### src/rtl/xspi_retry_ctrl.sv
// ---------------------------------------------------------------------------
// xspi_retry_ctrl
//
// Purpose: sits between a transaction requester and an xSPI master. Each
// accepted request is issued to the master; when an attempt completes with
// a CRC error for that command type, it waits a back-off interval and
// reissues the same command. The outcome of every transaction (ok, ok after
// retry, CRC failure after retries exhausted, timeout) is published as a
// one-cycle done pulse with a transaction record that is held until the
// next completion.
//
// Optional feature: define XSPI_RETRY_STATS_EN to enable the saturating
// stat_retries / stat_failures counters. Without it both are tied to zero
// and the control behaviour is identical.
//
// Ports:
//   clk, rst_n                      clock, async active-low reset
//   req_valid/req_ready             request handshake (ready only in IDLE)
//   req_cmd/req_addr/req_wdata      request fields (A5 = write, FF = read)
//   mst_start                       one-cycle start pulse to the master
//   mst_command/address/wr_data     latched request driven to the master
//   mst_done, mst_rd_data           attempt completion and read data
//   crc_*_error_*                   CRC flags, valid with mst_done
//   done                            one-cycle completion pulse
//   command/address/wr_data/rd_data final transaction record
//   status                          00 ok, 01 ok after retry,
//                                   10 CRC fail, 11 timeout
//   attempts                        attempts used minus one
//   stat_retries, stat_failures     statistics counters
//
// State | meaning
// IDLE    | ready for a request; latches it into the mst_* outputs
// ISSUE   | one-cycle mst_start, attempt timer cleared
// WAIT    | waiting for mst_done or attempt timeout
// BACKOFF | idle gap before reissuing a failed attempt
// REPORT  | one-cycle done with the updated transaction record
// ---------------------------------------------------------------------------
module xspi_retry_ctrl #(
  parameter int MAX_RETRY      = 3,
  parameter int TIMEOUT_CYCLES = 1023,
  parameter int BACKOFF_CYCLES = 4
) (
  input  logic        clk,
  input  logic        rst_n,
  input  logic        req_valid,
  output logic        req_ready,
  input  logic [7:0]  req_cmd,
  input  logic [47:0] req_addr,
  input  logic [63:0] req_wdata,
  output logic        mst_start,
  output logic [7:0]  mst_command,
  output logic [47:0] mst_address,
  output logic [63:0] mst_wr_data,
  input  logic        mst_done,
  input  logic [63:0] mst_rd_data,
  input  logic        crc_ca_error_slave,
  input  logic        crc_data_error_slave,
  input  logic        crc_ca_error_master,
  input  logic        crc_data_error_master,
  output logic        done,
  output logic [7:0]  command,
  output logic [47:0] address,
  output logic [63:0] wr_data,
  output logic [63:0] rd_data,
  output logic [1:0]  status,
  output logic [2:0]  attempts,
  output logic [15:0] stat_retries,
  output logic [15:0] stat_failures
);

  // Timer counts 0 .. TIMEOUT_CYCLES-1, one value per WAIT cycle.
  localparam int TW = (TIMEOUT_CYCLES > 1) ? $clog2(TIMEOUT_CYCLES) : 1;
  localparam logic [TW-1:0] TMR_LAST = TW'(TIMEOUT_CYCLES - 1);
  // Back-off is a down-counter loaded on entry; terminal count 0 ends it.
  localparam logic [7:0]    BO_LOAD  = 8'(BACKOFF_CYCLES - 1);
  localparam logic [2:0]    ATT_MAX  = 3'(MAX_RETRY);

  localparam logic [1:0] ST_OK       = 2'b00;
  localparam logic [1:0] ST_OK_RETRY = 2'b01;
  localparam logic [1:0] ST_CRC_FAIL = 2'b10;
  localparam logic [1:0] ST_TIMEOUT  = 2'b11;

  typedef enum logic [2:0] {
    IDLE    = 3'd0,
    ISSUE   = 3'd1,
    WAIT    = 3'd2,
    BACKOFF = 3'd3,
    REPORT  = 3'd4
  } state_t;

  state_t        state, state_nxt;
  logic [TW-1:0] timer;
  logic [7:0]    bo_cnt;
  logic [2:0]    att;

  logic          attempt_err;
  logic          rpt_load;
  logic          rpt_timeout;
  logic [1:0]    rpt_status;
  logic          bo_enter;

  // Which CRC flags matter depends on the data direction of the command.
  always_comb begin
    attempt_err = 1'b0;
    case (mst_command)
      8'hA5:   attempt_err = crc_ca_error_slave | crc_data_error_slave;
      8'hFF:   attempt_err = crc_ca_error_slave | crc_data_error_master;
      default: attempt_err = crc_ca_error_slave | crc_ca_error_master;
    endcase
  end

  always_ff @(posedge clk or negedge rst_n) begin
    if (!rst_n) state <= IDLE;
    else        state <= state_nxt;
  end

  always_comb begin
    state_nxt   = state;
    req_ready   = 1'b0;
    mst_start   = 1'b0;
    done        = 1'b0;
    rpt_load    = 1'b0;
    rpt_timeout = 1'b0;
    rpt_status  = ST_OK;
    bo_enter    = 1'b0;
    case (state)
      IDLE: begin
        // Gated by rst_n so every output reads 0 while reset is held.
        req_ready = rst_n;
        if (req_valid) state_nxt = ISSUE;
      end
      ISSUE: begin
        mst_start = 1'b1;
        state_nxt = WAIT;
      end
      WAIT: begin
        // mst_done wins over a timer expiry in the same cycle.
        if (mst_done) begin
          if (!attempt_err) begin
            rpt_load   = 1'b1;
            rpt_status = (att == 3'd0) ? ST_OK : ST_OK_RETRY;
            state_nxt  = REPORT;
          end else if (att < ATT_MAX) begin
            bo_enter  = 1'b1;
            state_nxt = BACKOFF;
          end else begin
            rpt_load   = 1'b1;
            rpt_status = ST_CRC_FAIL;
            state_nxt  = REPORT;
          end
        end else if (timer == TMR_LAST) begin
          rpt_load    = 1'b1;
          rpt_timeout = 1'b1;
          rpt_status  = ST_TIMEOUT;
          state_nxt   = REPORT;
        end
      end
      BACKOFF: begin
        if (bo_cnt == 8'd0) state_nxt = ISSUE;
      end
      REPORT: begin
        done      = 1'b1;
        state_nxt = IDLE;
      end
      default: state_nxt = IDLE;
    endcase
  end

  always_ff @(posedge clk or negedge rst_n) begin
    if (!rst_n) begin
      mst_command <= '0;
      mst_address <= '0;
      mst_wr_data <= '0;
      att         <= '0;
      timer       <= '0;
      bo_cnt      <= '0;
      command     <= '0;
      address     <= '0;
      wr_data     <= '0;
      rd_data     <= '0;
      status      <= '0;
      attempts    <= '0;
    end else begin
      if (state == IDLE && req_valid) begin
        mst_command <= req_cmd;
        mst_address <= req_addr;
        mst_wr_data <= req_wdata;
        att         <= '0;
      end

      if (state == ISSUE)     timer <= '0;
      else if (state == WAIT) timer <= timer + 1'b1;

      if (bo_enter) begin
        att    <= att + 3'd1;
        bo_cnt <= BO_LOAD;
      end else if (state == BACKOFF && bo_cnt != 8'd0) begin
        bo_cnt <= bo_cnt - 8'd1;
      end

      // Record is written on the edge into REPORT so it is visible with done.
      if (rpt_load) begin
        command  <= mst_command;
        address  <= mst_address;
        wr_data  <= mst_wr_data;
        rd_data  <= rpt_timeout ? 64'd0 : mst_rd_data;
        status   <= rpt_status;
        attempts <= att;
      end
    end
  end

`ifdef XSPI_RETRY_STATS_EN
  always_ff @(posedge clk or negedge rst_n) begin
    if (!rst_n) begin
      stat_retries  <= '0;
      stat_failures <= '0;
    end else begin
      if (bo_enter && stat_retries != 16'hFFFF)
        stat_retries <= stat_retries + 16'd1;
      if (rpt_load && rpt_status[1] && stat_failures != 16'hFFFF)
        stat_failures <= stat_failures + 16'd1;
    end
  end
`else
  assign stat_retries  = 16'd0;
  assign stat_failures = 16'd0;
`endif

endmodule

### config.mk
export PLATFORM = sky130hd
export DESIGN_NAME = xspi_retry_ctrl
export DESIGN_NICKNAME = d
export VERILOG_FILES = /design/src/rtl/xspi_retry_ctrl.sv
export SDC_FILE = /design/constraint.sdc
export NUM_CORES = 1
export LEC_CHECK = 0
export ABC_AREA = 1
export BUFFER_PORTS_ARGS = -buffer_cell sky130_fd_sc_hd__buf_4
export CORE_AREA = 2 2 207 209
export DETAILED_ROUTE_END_ITERATION = 7
export DIE_AREA = 0 0 209 211
export GPL_TIMING_DRIVEN = 0
export SYNTH_ARGS = -nofsm -noshare
export SYNTH_HDL_FRONTEND = slang
export SYNTH_SLANG_ARGS = --single-unit
### constraint.sdc
create_clock -name clk -period 2.2 [get_ports clk]
set_input_delay 0.44 -clock clk [delete_from_list [all_inputs] [get_ports clk]]
set_output_delay 0.44 -clock clk [all_outputs]
set_load 0.02 [all_outputs]
==> results.json, run 1 <==
{
  "dp_cells": 2554,
  "synth-async-reset-ratio": 1.00,
  "worstSetupPathType": "flip-flop to flip-flop",
  "met3_length_microns": 3730,
  "ir_worst_vdd_mv": 0.984,
  "core_region_area_sq_um": 41800,
  "syn_to_final_growth_pct": 43.4,
  "cp.arrival_ns": 2.49,
  "synthXorXnorAreaFrac": 0.00121,
  "drv_cap": 0,
  "holdCritPathClass": "input pin to async pin",
  "status": "complete, but fails checks",
  "yosys_warnings": 0,
  "hpwl_microns": 37100,
  "finalHoldWorstSlack_ns": -0.0621,
  "drt-total-wl_microns": 49800,
  "ant_nets": 0,
  "drc": 0,
  "grt_pass1_wl_microns": 74800,
  "synth.area.top_cells": "dfrtp_1 (58%), nand2_1 (11%), mux2_2 (9.0%)",
  "drtIter0Drc": 654,
  "clock_path_buffers": 3,
  "p_leak_uw": 0.0111,
  "avgSynthCellArea_sq_um": 9.78,
  "p_per_area_nw_per_um2": 1560,
  "yosysSeqAreaShare": 0.576,
  "cts_sinks": 333,
  "port_buffers": 503,
  "clock_skew_ns": 0.0184,
  "clock_latency_ns": 0.56,
  "dr.pass1.iters": 5,
  "timing.final.setup_violations": 0,
  "grtUsageTotal": 0.221,
  "final_max_slew_viol_count": 0,
  "grt_start_max_net_pins": 102,
  "worst_slack_ns": 0.149,
  "dieArea_sq_um": 44100,
  "max-slew-margin-rel": 0.514,
  "dieHeight_microns": 211,
  "max_freq_ghz": 0.488,
  "crit_path_max_fanout": 10,
  "ys_types": 30,
  "top_layer": "met5",
  "fp.dieW_microns": 209,
  "drt-met1-wl_microns": 20000,
  "netlist_instances": 1478,
  "hold_viol_final": 81,
  "vias_per_cell": 4.75,
  "synth_common_cells": "nand2_1 (437), dfrtp_1 (333), nand4_1 (190)",
  "violations": "negative hold slack",
  "synth_top_family_by_area": "simple AND/OR/NAND/NOR gates",
  "crit_path_end_kind": "flip-flop",
  "fin_crit_ns": 2.05,
  "nets": 2273,
  "grt_overflow": 0,
  "synth_edf_count": 0,
  "cts_tree": "built",
  "diodes": 0,
  "htreeDepth": 2,
  "met2_length_microns": 24600,
  "via_count": 12600,
  "synthSimpleGateAreaFrac": 0.234,
  "startpoint_type": "flip-flop",
  "antenna_found_initial": 1,
  "synthAdderAreaFrac": 0.00519,
  "fin_crit_sh": 0.932,
  "synth_area_leader_cell": "dfrtp_1",
  "routedWlPerCell_microns": 18.9,
  "yosys.area.top_type_share": 0.576,
  "gp_congestion": 0.923,
  "place_ws_ns": -0.307,
  "syn_area_sq_um": 14500,
  "grt_pass1_vias": 12500,
  "yosys_most_used_dff": "dfrtp_1",
  "numCtsBuffers": 39,
  "synth-compound-area-share": 0.00848,
  "tightest_slew_ns": 0.729,
  "yosysMostFrequentCell": "nand2_1",
  "clk_pin_slew_ns": 0.06,
  "ys_ff_latch": 333,
  "initial_utilization": 0.346,
  "cts_root_buffer": "clkbuf_16",
  "row_count": 75,
  "critPathRequiredTime_ns": 2.64,
  "ioPinCount": 536,
  "drive_gt1_frac": 0.393,
  "final_cells": 2642,
  "total_power_uw": 32400,
  "synth_mux_area_frac": 0.0910
}
critical path, cell delays in order (launching register included):
cell     delay [ns]
dfrtp_1        0.40
inv_1          0.08
nand2_1        0.10
nor2_2         0.14
nand2_1        0.08
nand3_2        0.10
nand3_2        0.12
nand2_4        0.13
nand3_1        0.14
buf_6          0.19
buf_12         0.16
buf_6          0.16
nand2_1        0.07
nand2_1        0.05
placed cells by master, fill, tap and decap left out, types with 3 or more instances in the layout:
cell type and count:
o21ai_0 11, mux2_2 116, clkbuf_8 9, nand4_1 190, nor3_1 5, buf_12 5, nor2_1 88, buf_2 39
clkbuf_16 40, clkbuf_4 8, a21oi_1 8, clkbuf_1 27, buf_6 13, buf_16 5, conb_1 32, buf_1 3
clkbuf_2 17, nand3_1 19, buf_4 549, ha_1 6, inv_1 109, dfrtp_1 333, nand2_1 435, clkinv_2 4
where the power goes:
group	internal (uW)	switching, uW
combinational	6190	8630
sequential	8950	2110
clock	3890	2640
registers in the layout (all words and copies together), names as in the netlist:
register / count
wr_data: 64
att: 3
address: 48
bo_cnt: 8
status: 2
command: 8
mst_command: 8
state: 3
mst_address: 48
rd_data: 64
mst_wr_data: 64
attempts: 3
timer: 10
path summary, 6_finish.rpt:
kind | start | end | slack, ns | depth (start not counted)
min in group clk | req_wdata[16] | mst_wr_data[16] | 0.11 | 2
max in group asynchronous | rst_n | rd_data[62] | 1.44 | 4
worst min-delay path | rst_n | state[2] | -0.06 | 2
worst max-delay path | mst_command[1] | address[46] | 0.15 | 13
worst min register to register | address[39] | address[39] | 0.47 | 2
worst max register to register | mst_command[1] | address[46] | 0.15 | 13
cells by family after synthesis:
| group | Yosys count |
|---|---|
| other | 1 |
| xor gates and xnor gates | 2 |
| buffers and inverters | 245 |
| and+or+nand+nor | 751 |
| AOI/OAI and AO/OA | 23 |
| muxes | 117 |
| adders and majority gates | 6 |
| DFF | 333 |
area by class of cell:
cell class                 instances  area (sq um)
tap                              539           674
buffer                           135           866
sequential                       333          8330
clock buffer                      58          1160
clock inverter                    11           130
timing repair buffer             525          4100
inverter                         110           413
multi-input combinational        931          5060
fill                            3928         21000
metal layers:
| layer | up-vias | global-route usage |
|---|---|---|
| met1 | 6003 | 0.267 |
| met2 | 452 | 0.377 |
| met4 | 2 | 0.0830 |
| li1 | 6016 | - |
| met3 | 83 | 0.0613 |
| met5 | - | 0 |
through the flow:
step	TNS (ns)	util	hold WS, ns	area (sq um)
2_1_floorplan	0	-	0.144	14600
3_3_place_gp	-876.64	0.456	0.456	19000
3_5_place_dp	-35.42	0.458	0.342	19100
4_1_cts	0	0.491	-0.0764	20500
5_1_grt	-3.88	0.496	-0.0451	20700
6_report	0	0.496	-0.0621	20700
timing repair:
action,4_1_cts,5_1_grt
hold buffers,4,2
buffers inserted,0,12
pin swaps,0,1
endpoints found under the hold margin,34,104
gates cloned,0,1
setup endpoints to repair,216,200
resized for setup,17,33
Power figures use the tool's default switching activity.
==> inputs of run 2 (changes only) <==
--- a/config.mk
+++ b/config.mk
@@ -9,5 +9,5 @@
 export BUFFER_PORTS_ARGS = -buffer_cell sky130_fd_sc_hd__buf_4
-export CORE_AREA = 2 2 207 209
+export CORE_AREA = 2 2 211 213
 export DETAILED_ROUTE_END_ITERATION = 7
-export DIE_AREA = 0 0 209 211
+export DIE_AREA = 0 0 213 215
 export GPL_TIMING_DRIVEN = 0
==> constraint.sdc (replaced) <==
create_clock -name clk -period 1.65 [get_ports clk]
set_input_delay 0.0825 -clock clk [delete_from_list [all_inputs] [get_ports clk]]
set_output_delay 0.0825 -clock clk [all_outputs]
set_load 0.02 [all_outputs]
==> run 2 against run 1 <==
  * The run ends with negative hold slack, negative setup slack left
  * Total power is 41% higher
  * Non-clock buffer count is 218 higher
  * Sequential share of layout area is 5.4 points lower
  * Global-route usage is 0.77 points higher
  * Die area is 3.8% higher
  * Worst hold slack worse by 0.36 ns
  * Combinational power is 50% higher
==> results.json, run 2 (synthesis gave the netlist of run 1 again) <==
{
  "grt_overflow": 0,
  "drtIter0Drc": 767,
  "finalHoldWorstSlack_ns": -0.419,
  "worstSetupPathType": "flip-flop to flip-flop",
  "hold_viol_final": 93,
  "crit_path_max_fanout": 9,
  "antenna_found_initial": 2,
  "holdCritPathClass": "input pin to async pin",
  "nets": 2492,
  "critPathRequiredTime_ns": 2.09,
  "fp.dieW_microns": 213,
  "cp.arrival_ns": 2.37,
  "max-slew-margin-rel": 0.446,
  "grt_start_max_net_pins": 105,
  "vias_per_cell": 4.72,
  "max_freq_ghz": 0.520,
  "timing.critical_path.cells": "nand2_2 > nor2_4 > nand2_2 > nand3_4 > nand3_4 > nand2_8 > nand3_4 > buf_12 > buf_16 > clkbuf_16 > nand2_1 > nand2_1",
  "ir_worst_vdd_mv": 1.15,
  "clk_pin_slew_ns": 0.06,
  "largestRegisters": "mst_wr_data x64, rd_data x64, wr_data x64",
  "dp_cells": 2607,
  "cts_root_buffer": "clkbuf_16",
  "fin_crit_ns": 1.92,
  "status": "complete, but fails checks",
  "drv_cap": 0,
  "port_buffers": 503,
  "crit_path_max_incr_delay_ns": 0.40,
  "dr.pass1.iters": 5,
  "routedWlPerCell_microns": 19.1,
  "fin_crit_sh": 1.16,
  "cts_tree": "built",
  "grt.met2_usage": 0.384,
  "crit_path_end_kind": "flip-flop",
  "row_count": 77,
  "dieArea_sq_um": 45800,
  "ioPinCount": 536,
  "drive_gt1_frac": 0.433,
  "numCtsBuffers": 39,
  "core_region_area_sq_um": 43600,
  "gp_congestion": 0.872,
  "timing.final.setup_violations": 237,
  "grt_busiest_layer": "met2",
  "gr-usage-met1": 0.266,
  "clock_skew_ns": 0.0155,
  "place_area_sq_um": 19200,
  "nFillCells": 3812,
  "drc": 0,
  "tightest_slew_ns": 0.828,
  "final_max_slew_viol_count": 0,
  "p_leak_uw": 0.0125,
  "violations": "negative hold slack, negative setup slack",
  "dieHeight_microns": 215,
  "htreeDepth": 2,
  "cts_sinks": 333,
  "worst_slack_ns": -0.272,
  "via_count": 13800,
  "cpMostUsedCell": "nand3_4",
  "rsz0062_at_grt": "true",
  "final_cells": 2915,
  "clock_latency_ns": 0.56,
  "clock_path_buffers": 3,
  "use_met3": 0.0690,
  "slowest_stage": "dfrtp_2",
  "syn_to_final_growth_pct": 65.9,
  "hpwl_microns": 37600,
  "total_power_uw": 45700,
  "grt_pass1_vias": 13900,
  "drt-total-wl_microns": 55600,
  "final_common_cell": "buf_4",
  "layout_common_cells": "buf_4 (578), nand2_1 (334), dfrtp_1 (322)",
  "postLayoutCellArea_sq_um": 24000,
  "startpoint_type": "flip-flop",
  "initial_utilization": 0.331,
  "grtUsageTotal": 0.229,
  "ant_nets": 0,
  "p_per_area_nw_per_um2": 1910,
  "grt_pass1_wl_microns": 80500
}
[run 2: cell count changes in the layout (fill, tap and decap cells not counted), moves of 16 or more]
cell / change
nand2_1: -101
buf_8: +17
buf_4: +29
dlygate4sd3_1: +186
clkbuf_16: +16
nand2_2: +90
buf_2: -30
[run 2: layout make-up]
class                      count  area [sq um]  area share
antenna                        1          2.50    0.000104
buffer                       135          1210      0.0503
clock buffer                  58          1110      0.0462
clock inverter                11           123     0.00511
inverter                     110           422      0.0176
multi-input combinational    932          5500       0.229
sequential                   333          8350       0.348
tap                          592           741      0.0309
timing repair buffer         743          6540       0.273
[run 2: worst paths after layout]
| kind | depth (start not counted) | endpoint | startpoint | slack, ns |
|---|---|---|---|---|
| hold reg to reg | 2 | address[26] | address[26] | 0.47 |
| max in group asynchronous | 5 | rd_data[11] | rst_n | 0.39 |
| setup / recovery | 12 | address[13] | mst_command[5] | -0.27 |
| min in group clk | 5 | rd_data[33] | mst_rd_data[33] | 0.06 |
| setup reg to reg | 12 | address[13] | mst_command[5] | -0.27 |
| hold / removal | 3 | rd_data[16] | rst_n | -0.42 |
[run 2: critical path: cells and delay by family, from the launching register on]
family	cells	cell delay (ns)
simple gates	9	0.93
flops	1	0.40
buf+inv	3	0.47
[run 2: metal layers]
layer / vias up / part of all wire / routed length (microns)
li1: 6456 / - / -
met3: 137 / 0.080 / 4470
met1: 6672 / 0.39 / 21700
met5: - / 0.00023 / 13
met4: 2 / 0.047 / 2610
met2: 499 / 0.48 / 26800
[run 2: power breakdown]
part,switching [uW],leakage [uW],internal (uW)
registers,3030,0.00411,12000
clock network,3510,0.000602,4970
logic,12400,0.00774,9840
total,18900,0.0125,26800
[run 2: metrics by stage]
stage | TNS (ns) | hold WS (ns) | setup slack (ns) | util
finish | -47.44 | -0.419 | -0.272 | 0.550
global route | -71.31 | -0.405 | -0.373 | 0.550
CTS | -48.93 | -0.447 | -0.276 | 0.524
detailed placement | -233.07 | 0.0220 | -1.04 | 0.440
global placement | -1136.17 | 0.315 | -3.12 | 0.438
floorplan | -4.97 | -0.213 | -0.0502 | -
[run 2: what timing repair did]
| item | in CTS | in global routing |
|---|---|---|
| buffers inserted | 14 | 16 |
| hold endpoints to repair | 324 | 96 |
| gates cloned | 2 | 16 |
| hold buffers | 187 | 3 |
| endpoints found under the setup margin | 334 | 322 |
| pin swaps | 9 | 15 |
| resized for setup | 121 | 201 |
